### src/rtl/mouse_ps2_pkg.sv
// Shared PS/2 mouse definitions: command/response codes, device IDs,
// IntelliMouse knock rates and the device-side state encoding.
package mouse_ps2_pkg;

   // Host-to-device commands
   localparam logic [7:0] CMD_RESET        = 8'hFF;
   localparam logic [7:0] CMD_SET_DEFAULTS = 8'hF6;
   localparam logic [7:0] CMD_DISABLE      = 8'hF5;
   localparam logic [7:0] CMD_ENABLE       = 8'hF4;
   localparam logic [7:0] CMD_SET_RATE     = 8'hF3;
   localparam logic [7:0] CMD_GET_ID       = 8'hF2;

   // Device-to-host responses
   localparam logic [7:0] RSP_ACK          = 8'hFA;
   localparam logic [7:0] RSP_RESEND       = 8'hFE;
   localparam logic [7:0] RSP_SELF_TEST_OK = 8'hAA;

   // Device IDs
   localparam logic [7:0] ID_STANDARD      = 8'h00;
   localparam logic [7:0] ID_INTELLIMOUSE  = 8'h03;

   // IntelliMouse knock: sample rates 200, 100, 80 in that order
   localparam logic [7:0] KNOCK_RATE_0     = 8'hC8;
   localparam logic [7:0] KNOCK_RATE_1     = 8'h64;
   localparam logic [7:0] KNOCK_RATE_2     = 8'h50;
   localparam logic [7:0] DEFAULT_RATE     = 8'h64;

   // Device state enumeration; 5 bits leaves spare codes that are
   // treated as illegal and recovered to POWERUP.
   typedef logic [4:0] ms_state_t;
   localparam ms_state_t ST_POWERUP      = 5'd0;
   localparam ms_state_t ST_SEND_AA      = 5'd1;
   localparam ms_state_t ST_WAIT_AA      = 5'd2;
   localparam ms_state_t ST_SEND_ID0     = 5'd3;
   localparam ms_state_t ST_WAIT_ID0     = 5'd4;
   localparam ms_state_t ST_IDLE         = 5'd5;
   localparam ms_state_t ST_SEND_RESEND  = 5'd6;
   localparam ms_state_t ST_WAIT_RESEND  = 5'd7;
   localparam ms_state_t ST_SEND_ACK     = 5'd8;
   localparam ms_state_t ST_WAIT_ACK     = 5'd9;
   localparam ms_state_t ST_WAIT_ARG     = 5'd10;
   localparam ms_state_t ST_SEND_ARG_ACK = 5'd11;
   localparam ms_state_t ST_WAIT_ARG_ACK = 5'd12;
   localparam ms_state_t ST_SEND_DEVID   = 5'd13;
   localparam ms_state_t ST_WAIT_DEVID   = 5'd14;
   localparam ms_state_t ST_SEND_PKT     = 5'd15;
   localparam ms_state_t ST_WAIT_PKT     = 5'd16;

   // True for the commands the device acknowledges with FA
   function automatic logic is_known_cmd(input logic [7:0] b);
      return (b == CMD_RESET)   || (b == CMD_SET_DEFAULTS) ||
             (b == CMD_DISABLE) || (b == CMD_ENABLE)       ||
             (b == CMD_SET_RATE)|| (b == CMD_GET_ID);
   endfunction

endpackage

### src/rtl/mouse_device_sm.sv
// Device-side PS/2 mouse controller. Runs the power-up AA/00 report,
// answers host commands, detects the IntelliMouse knock and serialises
// movement packets into 3- or 4-byte reports while streaming.
//
// Handshakes: SEND_BYTE is a one-cycle request with BYTE_TO_SEND held until
// the transmitter's one-cycle BYTE_SENT; BYTE_READY is a one-cycle pulse
// honoured only while READ_ENABLE is high; PKT_VALID is a level that is
// consumed by a one-cycle PKT_ACCEPT pulse, which latches all four fields.
module mouse_device_sm
   import mouse_ps2_pkg::*;
#(
   parameter int SELF_TEST_CYCLES = 500000
) (
   input  logic       CLK,
   input  logic       RESET,
   output logic       SEND_BYTE,
   output logic [7:0] BYTE_TO_SEND,
   input  logic       BYTE_SENT,
   output logic       READ_ENABLE,
   input  logic [7:0] BYTE_READ,
   input  logic [1:0] BYTE_ERROR_CODE,
   input  logic       BYTE_READY,
   input  logic       PKT_VALID,
   input  logic [7:0] PKT_STATUS,
   input  logic [7:0] PKT_DX,
   input  logic [7:0] PKT_DY,
   input  logic [7:0] PKT_DZ,
   output logic       PKT_ACCEPT,
   output logic       STREAMING,
   output logic       INTELLIMOUSE,
   output logic [7:0] SAMPLE_RATE,
   output ms_state_t  DEBUG_STATE
);

   localparam int CNT_W = (SELF_TEST_CYCLES > 1) ? $clog2(SELF_TEST_CYCLES) : 1;
   localparam logic [CNT_W-1:0] CNT_LAST = CNT_W'(SELF_TEST_CYCLES - 1);

   ms_state_t        state;
   ms_state_t        state_n;
   logic             state_ok;
   logic             byte_good;
   logic [CNT_W-1:0] st_cnt;
   logic [7:0]       cmd_q;
   logic [7:0]       arg_q;
   logic [23:0]      rate_hist;   // oldest in [23:16], newest in [7:0]
   logic [23:0]      hist_next;
   logic [7:0]       pkt_status_q;
   logic [7:0]       pkt_dx_q;
   logic [7:0]       pkt_dy_q;
   logic [7:0]       pkt_dz_q;
   logic [1:0]       pkt_idx;
   logic [1:0]       pkt_last;

   assign byte_good   = (BYTE_ERROR_CODE == 2'b00);
   assign hist_next   = {rate_hist[15:0], arg_q};
   assign pkt_last    = INTELLIMOUSE ? 2'd3 : 2'd2;
   assign DEBUG_STATE = state;

   // Next-state selection; unknown encodings are flagged for full recovery
   always_comb begin
      state_n  = state;
      state_ok = 1'b1;
      case (state)
         ST_POWERUP:      if (st_cnt == CNT_LAST) state_n = ST_SEND_AA;
         ST_SEND_AA:      state_n = ST_WAIT_AA;
         ST_WAIT_AA:      if (BYTE_SENT) state_n = ST_SEND_ID0;
         ST_SEND_ID0:     state_n = ST_WAIT_ID0;
         ST_WAIT_ID0:     if (BYTE_SENT) state_n = ST_IDLE;
         ST_IDLE: begin
            if (BYTE_READY)
               state_n = (byte_good && is_known_cmd(BYTE_READ)) ? ST_SEND_ACK : ST_SEND_RESEND;
            else if (STREAMING && PKT_VALID)
               state_n = ST_SEND_PKT;
         end
         ST_SEND_RESEND:  state_n = ST_WAIT_RESEND;
         ST_WAIT_RESEND:  if (BYTE_SENT) state_n = ST_IDLE;
         ST_SEND_ACK:     state_n = ST_WAIT_ACK;
         ST_WAIT_ACK: begin
            if (BYTE_SENT) begin
               case (cmd_q)
                  CMD_RESET:    state_n = ST_SEND_AA;
                  CMD_SET_RATE: state_n = ST_WAIT_ARG;
                  CMD_GET_ID:   state_n = ST_SEND_DEVID;
                  default:      state_n = ST_IDLE;
               endcase
            end
         end
         ST_WAIT_ARG:     if (BYTE_READY) state_n = byte_good ? ST_SEND_ARG_ACK : ST_SEND_RESEND;
         ST_SEND_ARG_ACK: state_n = ST_WAIT_ARG_ACK;
         ST_WAIT_ARG_ACK: if (BYTE_SENT) state_n = ST_IDLE;
         ST_SEND_DEVID:   state_n = ST_WAIT_DEVID;
         ST_WAIT_DEVID:   if (BYTE_SENT) state_n = ST_IDLE;
         ST_SEND_PKT:     state_n = ST_WAIT_PKT;
         ST_WAIT_PKT:     if (BYTE_SENT) state_n = (pkt_idx == pkt_last) ? ST_IDLE : ST_SEND_PKT;
         default: begin
            state_n  = ST_POWERUP;
            state_ok = 1'b0;
         end
      endcase
   end

   // State, registered outputs, mode registers and packet latch
   always_ff @(posedge CLK) begin
      if (RESET || !state_ok) begin
         state        <= ST_POWERUP;
         st_cnt       <= '0;
         SEND_BYTE    <= 1'b0;
         BYTE_TO_SEND <= 8'h00;
         READ_ENABLE  <= 1'b0;
         PKT_ACCEPT   <= 1'b0;
         STREAMING    <= 1'b0;
         INTELLIMOUSE <= 1'b0;
         SAMPLE_RATE  <= DEFAULT_RATE;
         rate_hist    <= '0;
         cmd_q        <= 8'h00;
         arg_q        <= 8'h00;
         pkt_status_q <= 8'h00;
         pkt_dx_q     <= 8'h00;
         pkt_dy_q     <= 8'h00;
         pkt_dz_q     <= 8'h00;
         pkt_idx      <= 2'd0;
      end else begin
         state       <= state_n;
         READ_ENABLE <= (state_n == ST_IDLE) || (state_n == ST_WAIT_ARG);
         SEND_BYTE   <= 1'b0;
         PKT_ACCEPT  <= 1'b0;
         case (state)
            ST_POWERUP: st_cnt <= st_cnt + 1'b1;
            ST_SEND_AA: begin
               SEND_BYTE    <= 1'b1;
               BYTE_TO_SEND <= RSP_SELF_TEST_OK;
            end
            ST_SEND_ID0: begin
               SEND_BYTE    <= 1'b1;
               BYTE_TO_SEND <= ID_STANDARD;
            end
            ST_IDLE: begin
               if (BYTE_READY) begin
                  cmd_q <= BYTE_READ;
               end else if (STREAMING && PKT_VALID) begin
                  PKT_ACCEPT   <= 1'b1;
                  pkt_status_q <= PKT_STATUS;
                  pkt_dx_q     <= PKT_DX;
                  pkt_dy_q     <= PKT_DY;
                  pkt_dz_q     <= PKT_DZ;
                  pkt_idx      <= 2'd0;
               end
            end
            ST_SEND_RESEND: begin
               SEND_BYTE    <= 1'b1;
               BYTE_TO_SEND <= RSP_RESEND;
            end
            ST_SEND_ACK, ST_SEND_ARG_ACK: begin
               SEND_BYTE    <= 1'b1;
               BYTE_TO_SEND <= RSP_ACK;
            end
            ST_WAIT_ACK: begin
               // Mode changes take effect once the FA has left the device
               if (BYTE_SENT) begin
                  case (cmd_q)
                     CMD_RESET: begin
                        STREAMING    <= 1'b0;
                        INTELLIMOUSE <= 1'b0;
                        SAMPLE_RATE  <= DEFAULT_RATE;
                        rate_hist    <= '0;
                     end
                     CMD_SET_DEFAULTS: begin
                        SAMPLE_RATE <= DEFAULT_RATE;
                        STREAMING   <= 1'b0;
                     end
                     CMD_DISABLE: STREAMING <= 1'b0;
                     CMD_ENABLE:  STREAMING <= 1'b1;
                     default: ;
                  endcase
               end
            end
            ST_WAIT_ARG: if (BYTE_READY && byte_good) arg_q <= BYTE_READ;
            ST_WAIT_ARG_ACK: begin
               if (BYTE_SENT) begin
                  SAMPLE_RATE <= arg_q;
                  rate_hist   <= hist_next;
                  if (hist_next == {KNOCK_RATE_0, KNOCK_RATE_1, KNOCK_RATE_2})
                     INTELLIMOUSE <= 1'b1;
               end
            end
            ST_SEND_DEVID: begin
               SEND_BYTE    <= 1'b1;
               BYTE_TO_SEND <= INTELLIMOUSE ? ID_INTELLIMOUSE : ID_STANDARD;
            end
            ST_SEND_PKT: begin
               SEND_BYTE <= 1'b1;
               case (pkt_idx)
                  2'd0:    BYTE_TO_SEND <= pkt_status_q;
                  2'd1:    BYTE_TO_SEND <= pkt_dx_q;
                  2'd2:    BYTE_TO_SEND <= pkt_dy_q;
                  default: BYTE_TO_SEND <= pkt_dz_q;
               endcase
            end
            ST_WAIT_PKT: if (BYTE_SENT) pkt_idx <= pkt_idx + 2'd1;
            default: ;
         endcase
      end
   end

endmodule

### config.mk
export PLATFORM = sky130hd
export DESIGN_NAME = mouse_device_sm
export DESIGN_NICKNAME = d
export VERILOG_FILES = /design/src/rtl/mouse_ps2_pkg.sv /design/src/rtl/mouse_device_sm.sv
export SDC_FILE = /design/constraint.sdc
export NUM_CORES = 1
export LEC_CHECK = 0
export BUFFER_PORTS_ARGS = -buffer_cell sky130_fd_sc_hd__buf_2
export CORE_UTILIZATION = 40
export CTS_CLUSTER_SIZE = 25
export DETAILED_ROUTE_END_ITERATION = 10
export PLACE_DENSITY = 0.7
export SLEW_MARGIN = 25
export SYNTH_ARGS = -nofsm -noshare
export SYNTH_HDL_FRONTEND = slang
export SYNTH_SLANG_ARGS = --single-unit
### constraint.sdc
create_clock -name CLK -period 1.8 [get_ports CLK]
set_input_delay 0.27 -clock CLK [delete_from_list [all_inputs] [get_ports CLK]]
set_output_delay 0.27 -clock CLK [all_outputs]
set_load 0.05 [all_outputs]
# [Yosys cells after proc, flatten, opt, wreduce, memory -nomap -nowiden]
# Index checks and enable logic that the tools add are counted.
[word_totals] register_bits=111 in_bits=47 output_inout_bits=26
[op_classes] add_sub_neg=2 eq_ne=43 mux=38 n_bitwise=2 reduce_logical=33
[op_table] op="== test 8 bit, second input constant" count=12
[op_table] op="one-hot mux 5 bit (14 select lines)" count=1
[op_table] op="2-to-1 mux 16 bit" count=3
[op_table] op="one-hot mux 8 bit (6 select lines)" count=1
[op_table] op="== test 5 x 4 -> 1 bit, second input constant" count=9
[op_table] op="2-to-1 mux 5 bit" count=8
[op_table] op="one-hot mux 16 bit (2 select lines)" count=1
[op_table] op="== test 5 x 3 -> 1 bit, second input constant" count=5
[op_table] op="== test 24 bit, second input constant" count=1
[op_table] op="2-to-1 mux 8 bit" count=3
[op_table] op="one-hot mux 8 bit (3 select lines)" count=1
[op_table] op="adder 19 x 1 -> 19 bit, second input constant" count=1
[op_table] op="== test 19 bit, second input constant" count=1
[op_table] op="OR reduction 17 bit" count=1
[op_table] op="!= test 2 bit, second input constant" count=8
[op_table] op="one-hot mux 8 bit (2 select lines)" count=1
[op_table] op="2-to-1 mux 4 bit" count=3
[op_table] op="one-hot mux 4 bit (3 select lines)" count=1
[op_table] op="AND reduction 4 bit" count=3
[op_table] op="== test 5 x 2 -> 1 bit, second input constant" count=2
[op_table] op="2-to-1 mux 1 bit" count=8
[op_table] op="2-to-1 mux 2 bit" count=4
[op_table] op="logical OR 1 bit" count=7
[op_table] op="OR reduction 7 bit" count=1
[op_table] op="other kinds (21)" count=32

# [Depth between registers and ports, before layout]
[logic_depth] word_depth=12 mapped_depth=9

# [Least setup slack after synthesis]
# Ideal clock, no wire load.
[synth_timing] path_type="register to register" start="register state[2], in the netlist DEBUG_STATE[2]" end="register READ_ENABLE" arrival_ps=2087 required_time_ps=1730 path_slack_ps=-357 path_stages_with_launch=8 period_less_slack_ps=2157 cell_sequence="dfxtp_1 > buf_6 > nand2b_2 > nor4_2 > or4b_1 > and4_1 > nand4bb_1 > a21oi_1"
[synth_between] elab_chain_len=5 elab_cells_between_ends=34 cone_classes="eq/ne: 18; mux: 10; reduce/logical: 6"
[synth_lines] element="from (decl)" line="mouse_device_sm.sv:38" text="ms_state_t state;"
[synth_lines] element="from (signal assigned)" line="mouse_device_sm.sv:123" text="state <= state_n;"
[synth_lines] element="== test 5 x 4 -> 1 bit (tied with other cells)" line="mouse_device_sm.sv:63" text="case (state)"
[synth_lines] element="OR reduction 4 bit (no source line) (tied with other cells)"
[synth_lines] element="one-hot mux 5 bit (14 select lines) / 2-to-1 mux 1 bit (equally long branches)" line="mouse_device_sm.sv:63"
[synth_lines] element="== test 5 x 3 -> 1 bit (tied with other cells)" line="mouse_device_sm.sv:124" text="READ_ENABLE <= (state_n == ST_IDLE) || (state_n == ST_WAIT_ARG);"
[synth_lines] element="logical OR 1 bit (on tied branches)" line="mouse_device_sm.sv:124, mouse_device_sm.sv:104"
[synth_lines] element="to (signal assigned)" line="mouse_device_sm.sv:124"
[synth_lines] element="to (decl)" line="mouse_device_sm.sv:19" text="output logic READ_ENABLE,"
# Several ways; a longest one is shown, not always the timed one.
# A chain may end at the register's enable or synchronous reset.

# [Final worst setup path]
[layout_timing] start="register state[4], in the netlist DEBUG_STATE[4]" end="register pkt_dz_q[0]"
[layout_between] elab_chain_len=5 elab_cells_between_ends=22 cone_classes="eq/ne: 16; mux: 1; reduce/logical: 5"
[layout_lines] element="== test 5 bit (tied with other cells)" line="mouse_device_sm.sv:63"
[layout_lines] element="OR reduction 17 bit (no source line)"
[layout_lines] element="2-to-1 mux 1 bit" line="mouse_device_sm.sv:63"
[layout_lines] element="logical NOT 1 bit" line="mouse_device_sm.sv:104" text="if (RESET || !state_ok) begin"
[layout_lines] element="logical OR 1 bit" line="mouse_device_sm.sv:104"
[layout_lines] element="to (signal assigned)" line="mouse_device_sm.sv:120" text="pkt_dz_q <= 8'h00;"
[layout_lines] element="to (signal assigned)" line="mouse_device_sm.sv:145" text="pkt_dz_q <= PKT_DZ;"
[layout_lines] element="to (decl)" line="mouse_device_sm.sv:50" text="logic [7:0] pkt_dz_q;"
# Several ways; a longest one is shown, not always the timed one.

==> results.yml <==
critical_path:
  endpoint_kind: "flop"
  worst-path-stages: 5
  r2r-start: "DEBUG_STATE[4]"
  critPathTopFamily: "simple AND/OR/NAND/NOR gates"
  critPathArrivalTime_ns: 2.12
  crit_start: "DEBUG_STATE[4]"
  worstPathRequired_ns: 2.04
  r2r_slack_ns: -0.09
  critPathSlowestCell: "or4b_4"
  critical_path.max_fanout: 8
  r2r_cells: 5
  critPathMaxStageDelay_ns: 0.54
  r2r-end: "pkt_dz_q[0]"
  critical_path.cell_chain: "or4b_4, or3_4, clkbuf_16, nand2_2, a21oi_1"
  worst_setup_path_start_kind: "flop"
  endpoint: "pkt_dz_q[0]"
  path_buf_inv: 1
  path_class: "flop to flop"
cts:
  path_clk_slew_ns: 0.07
  cts-root-buf: "clkbuf_16"
  clockBufferDepth: 2
  clock_latency_ns: 0.36
  cts_tree: "built"
  cts_made_buffers: 9
  htreeDepth: 3
  cts.sinks: 111
placement:
  finalWeightedCongestion: 0.900
  io_buffers: 72
  dp_hpwl_um: 10500
  dp_slack_ns: -0.111
yosys:
  ys_async_sr_fraction_pct: 0
  synth-edff-count: 0
  syn_area_per_cell_um2: 8.05
  synth.net_count: 699
  yosysWarnings: 0
  synth_area_um2: 5210
  syn_inst: 647
  ys_ff_latch: 111
  synth_cell_types: 57
  synth_flop_cell: "dfxtp_1"
  yosysSeqAreaShare_pct: 42.6
drt:
  via_per_inst: 5.46
  vias: 5163
  dr.pass1.iters: 9
  drt_iter0_drc: 356
  drc_errors: 0
  routed_wirelength_um: 15000
  antenna_left: 0
  avgRoutedWirePerCell_um: 15.8
sta:
  whs_ns: 0.164
  setup-tns-final_ns: -1.42
  layout_setup_ws_ns: -0.0854
  min_period_over_period_pct: 105
  setup_violations: 33
  min_period_ns: 1.89
  fmax_mhz: 530
  hold_viol: 0
  relSlewSlack_pct: 66.5
  rsz0062_at_grt: "true"
  tightest_slew_ns: 0.503
  maxSlewViolCount: 0
  finalClockSkew_ns: 0.0104
global_route:
  grt_pass1_vias: 4805
  antenna_found_initial: 0
  grt_max_degree: 35
  track_usage_pct: 21.5
  grt_overflow: 0
  grt_first_pass_wirelength_um: 22700
die:
  initial_core_util_pct: 41.1
  dieArea_um2: 13500
  core_um2: 12700
  die_w_um: 116
  die_h_um: 116
  std_cell_rows: 41
  ios: 73
finish:
  drive_gt1_share_pct: 35.7
  syn_to_final_growth_pct: 37.0
  regMostFlops: "st_cnt"
  finalNetCount: 820
  fin_util_pct: 56.3
  antenna-diode-count: 0
  largest_reg_flops: 19
  reg_top3: "st_cnt (19), rate_hist (16)"
run_status:
  violations: "setup timing"
  status: "finished, violations left"
power:
  p_clk_share_pct: 43.6
  p_int_uw: 3660
  pwr_density_cell_nw_per_um2: 657
  combPwrFrac_pct: 4.0
  swShare_pct: 22.0
  switching_power_uw: 1030
  power.leakage_uw: 0.00276
  ir_drop_uv: 604
  p_seq_share_pct: 52.4
  p_total_uw: 4690
hold_path:
  hp-class: "input port to flop"
flow_run:
  cap_violations: 0
## worst min-delay path by stage
stage             startpoint              end  slack (ns)  depth (start not counted)
5_1_grt        PKT_STATUS[3]  pkt_status_q[3]        0.16                          3
6_report               RESET        st_cnt[0]        0.16                          2
3_5_place_dp    rate_hist[9]     rate_hist[9]        0.44                          2
4_1_cts                RESET        st_cnt[2]        0.13                          2
3_3_place_gp   rate_hist[14]    rate_hist[14]        0.43                          2
2_1_floorplan          RESET        st_cnt[0]        0.34                          1
## cells by family after synthesis
kind of cell             Yosys count  synth area share [%]
adder cells (fa/ha/maj)            5                  1.20
flip-flops                       111                  42.6
XOR/XNOR                          21                  3.53
multiplexers                      19                  3.67
buffers and inverters             48                  4.25
AND/OR/NAND/NOR                  305                  28.8
AO/OA/AOI/OAI                    138                  15.9
## final cells by class
class | instances | area [um2]
multi-input combinational | 488 | 3230
clock buffer | 10 | 239
clock inverter | 6 | 67.6
timing repair buffer | 154 | 1130
inverter | 4 | 15.0
sequential | 111 | 2240
fill | 1103 | 5530
tap | 172 | 215
## layout by cell type (no fill, tap or decap), types with 8 or more instances in the layout
cell type and count:
nor2_1 63, nand3_1 31, nand2_1 85, clkbuf_16 12
xor2_1 12, a222oi_1 8, buf_4 69, nand2_4 26
mux2i_1 18, nand4_1 12, a21oi_2 29, xnor2_1 8
buf_2 72, a21oi_1 50, o21ai_0 22, dfxtp_1 105
## cells in the mapped netlist (2+ instances only)
cell	count	area, um2
nand2_1	117	439
dfxtp_1	111	2220
a21oi_1	79	395
nor2_1	67	251
nand3_1	32	160
clkbuf_1	25	93.8
o21ai_0	23	115
mux2i_1	18	180
buf_2	15	75.1
nand4_1	12	75.1
xor2_1	12	105
nor2b_1	10	62.6
xnor2_1	9	78.8
a222oi_1	8	80.1
nor3_1	8	40.0
and3_1	7	43.8
a211oi_1	5	37.5
and2_1	5	31.3
ha_1	5	62.6
nand2b_1	5	31.3
nand3b_1	5	37.5
nor4b_1	5	43.8
a22oi_1	4	30.0
and4_1	4	35.0
nor3b_1	4	30.0
o31ai_1	4	30.0
or3_1	4	25.0
inv_1	3	11.3
nor4_1	3	18.8
nor4_2	3	37.5
a21o_1	2	15.0
buf_4	2	15.0
buf_6	2	22.5
nand4bb_1	2	22.5
o2111a_1	2	22.5
o2111ai_1	2	17.5
o221a_2	2	22.5
or4b_1	2	20.0
## power by group through the flow
stage	sequential [uW]	combinational, uW	clock (uW)
3_5_place_dp	2520	180	0
3_3_place_gp	2520	176	0
6_report	2460	188	2050
4_1_cts	2460	181	2070
5_1_grt	2460	207	2160
2_1_floorplan	2510	70.8	0
## through the flow
stage          instances  cell area (um2)
6_report             945             7140
5_1_grt              945             7140
4_1_cts              940             6640
3_5_place_dp         915             6220
3_3_place_gp         915             6220
2_1_floorplan        647             5310
## routing by layer
layer  track usage (%)  vias up  share of wire (%)
met2              37.0      149                 50
met4              8.38        0                2.3
met3              4.46       36                4.9
met5                 0        -                  0
met1              26.4     2460                 43
li1                  -     2518                  -
## timing repair
action,4_1_cts,5_1_grt
setup endpoints to repair,102,71
gates resized for setup,10,109
cloned,0,4
setup buffers,9,1
hold buffers,0,0
pin swaps,3,9
No activity file was read; power rests on OpenSTA's default activity.
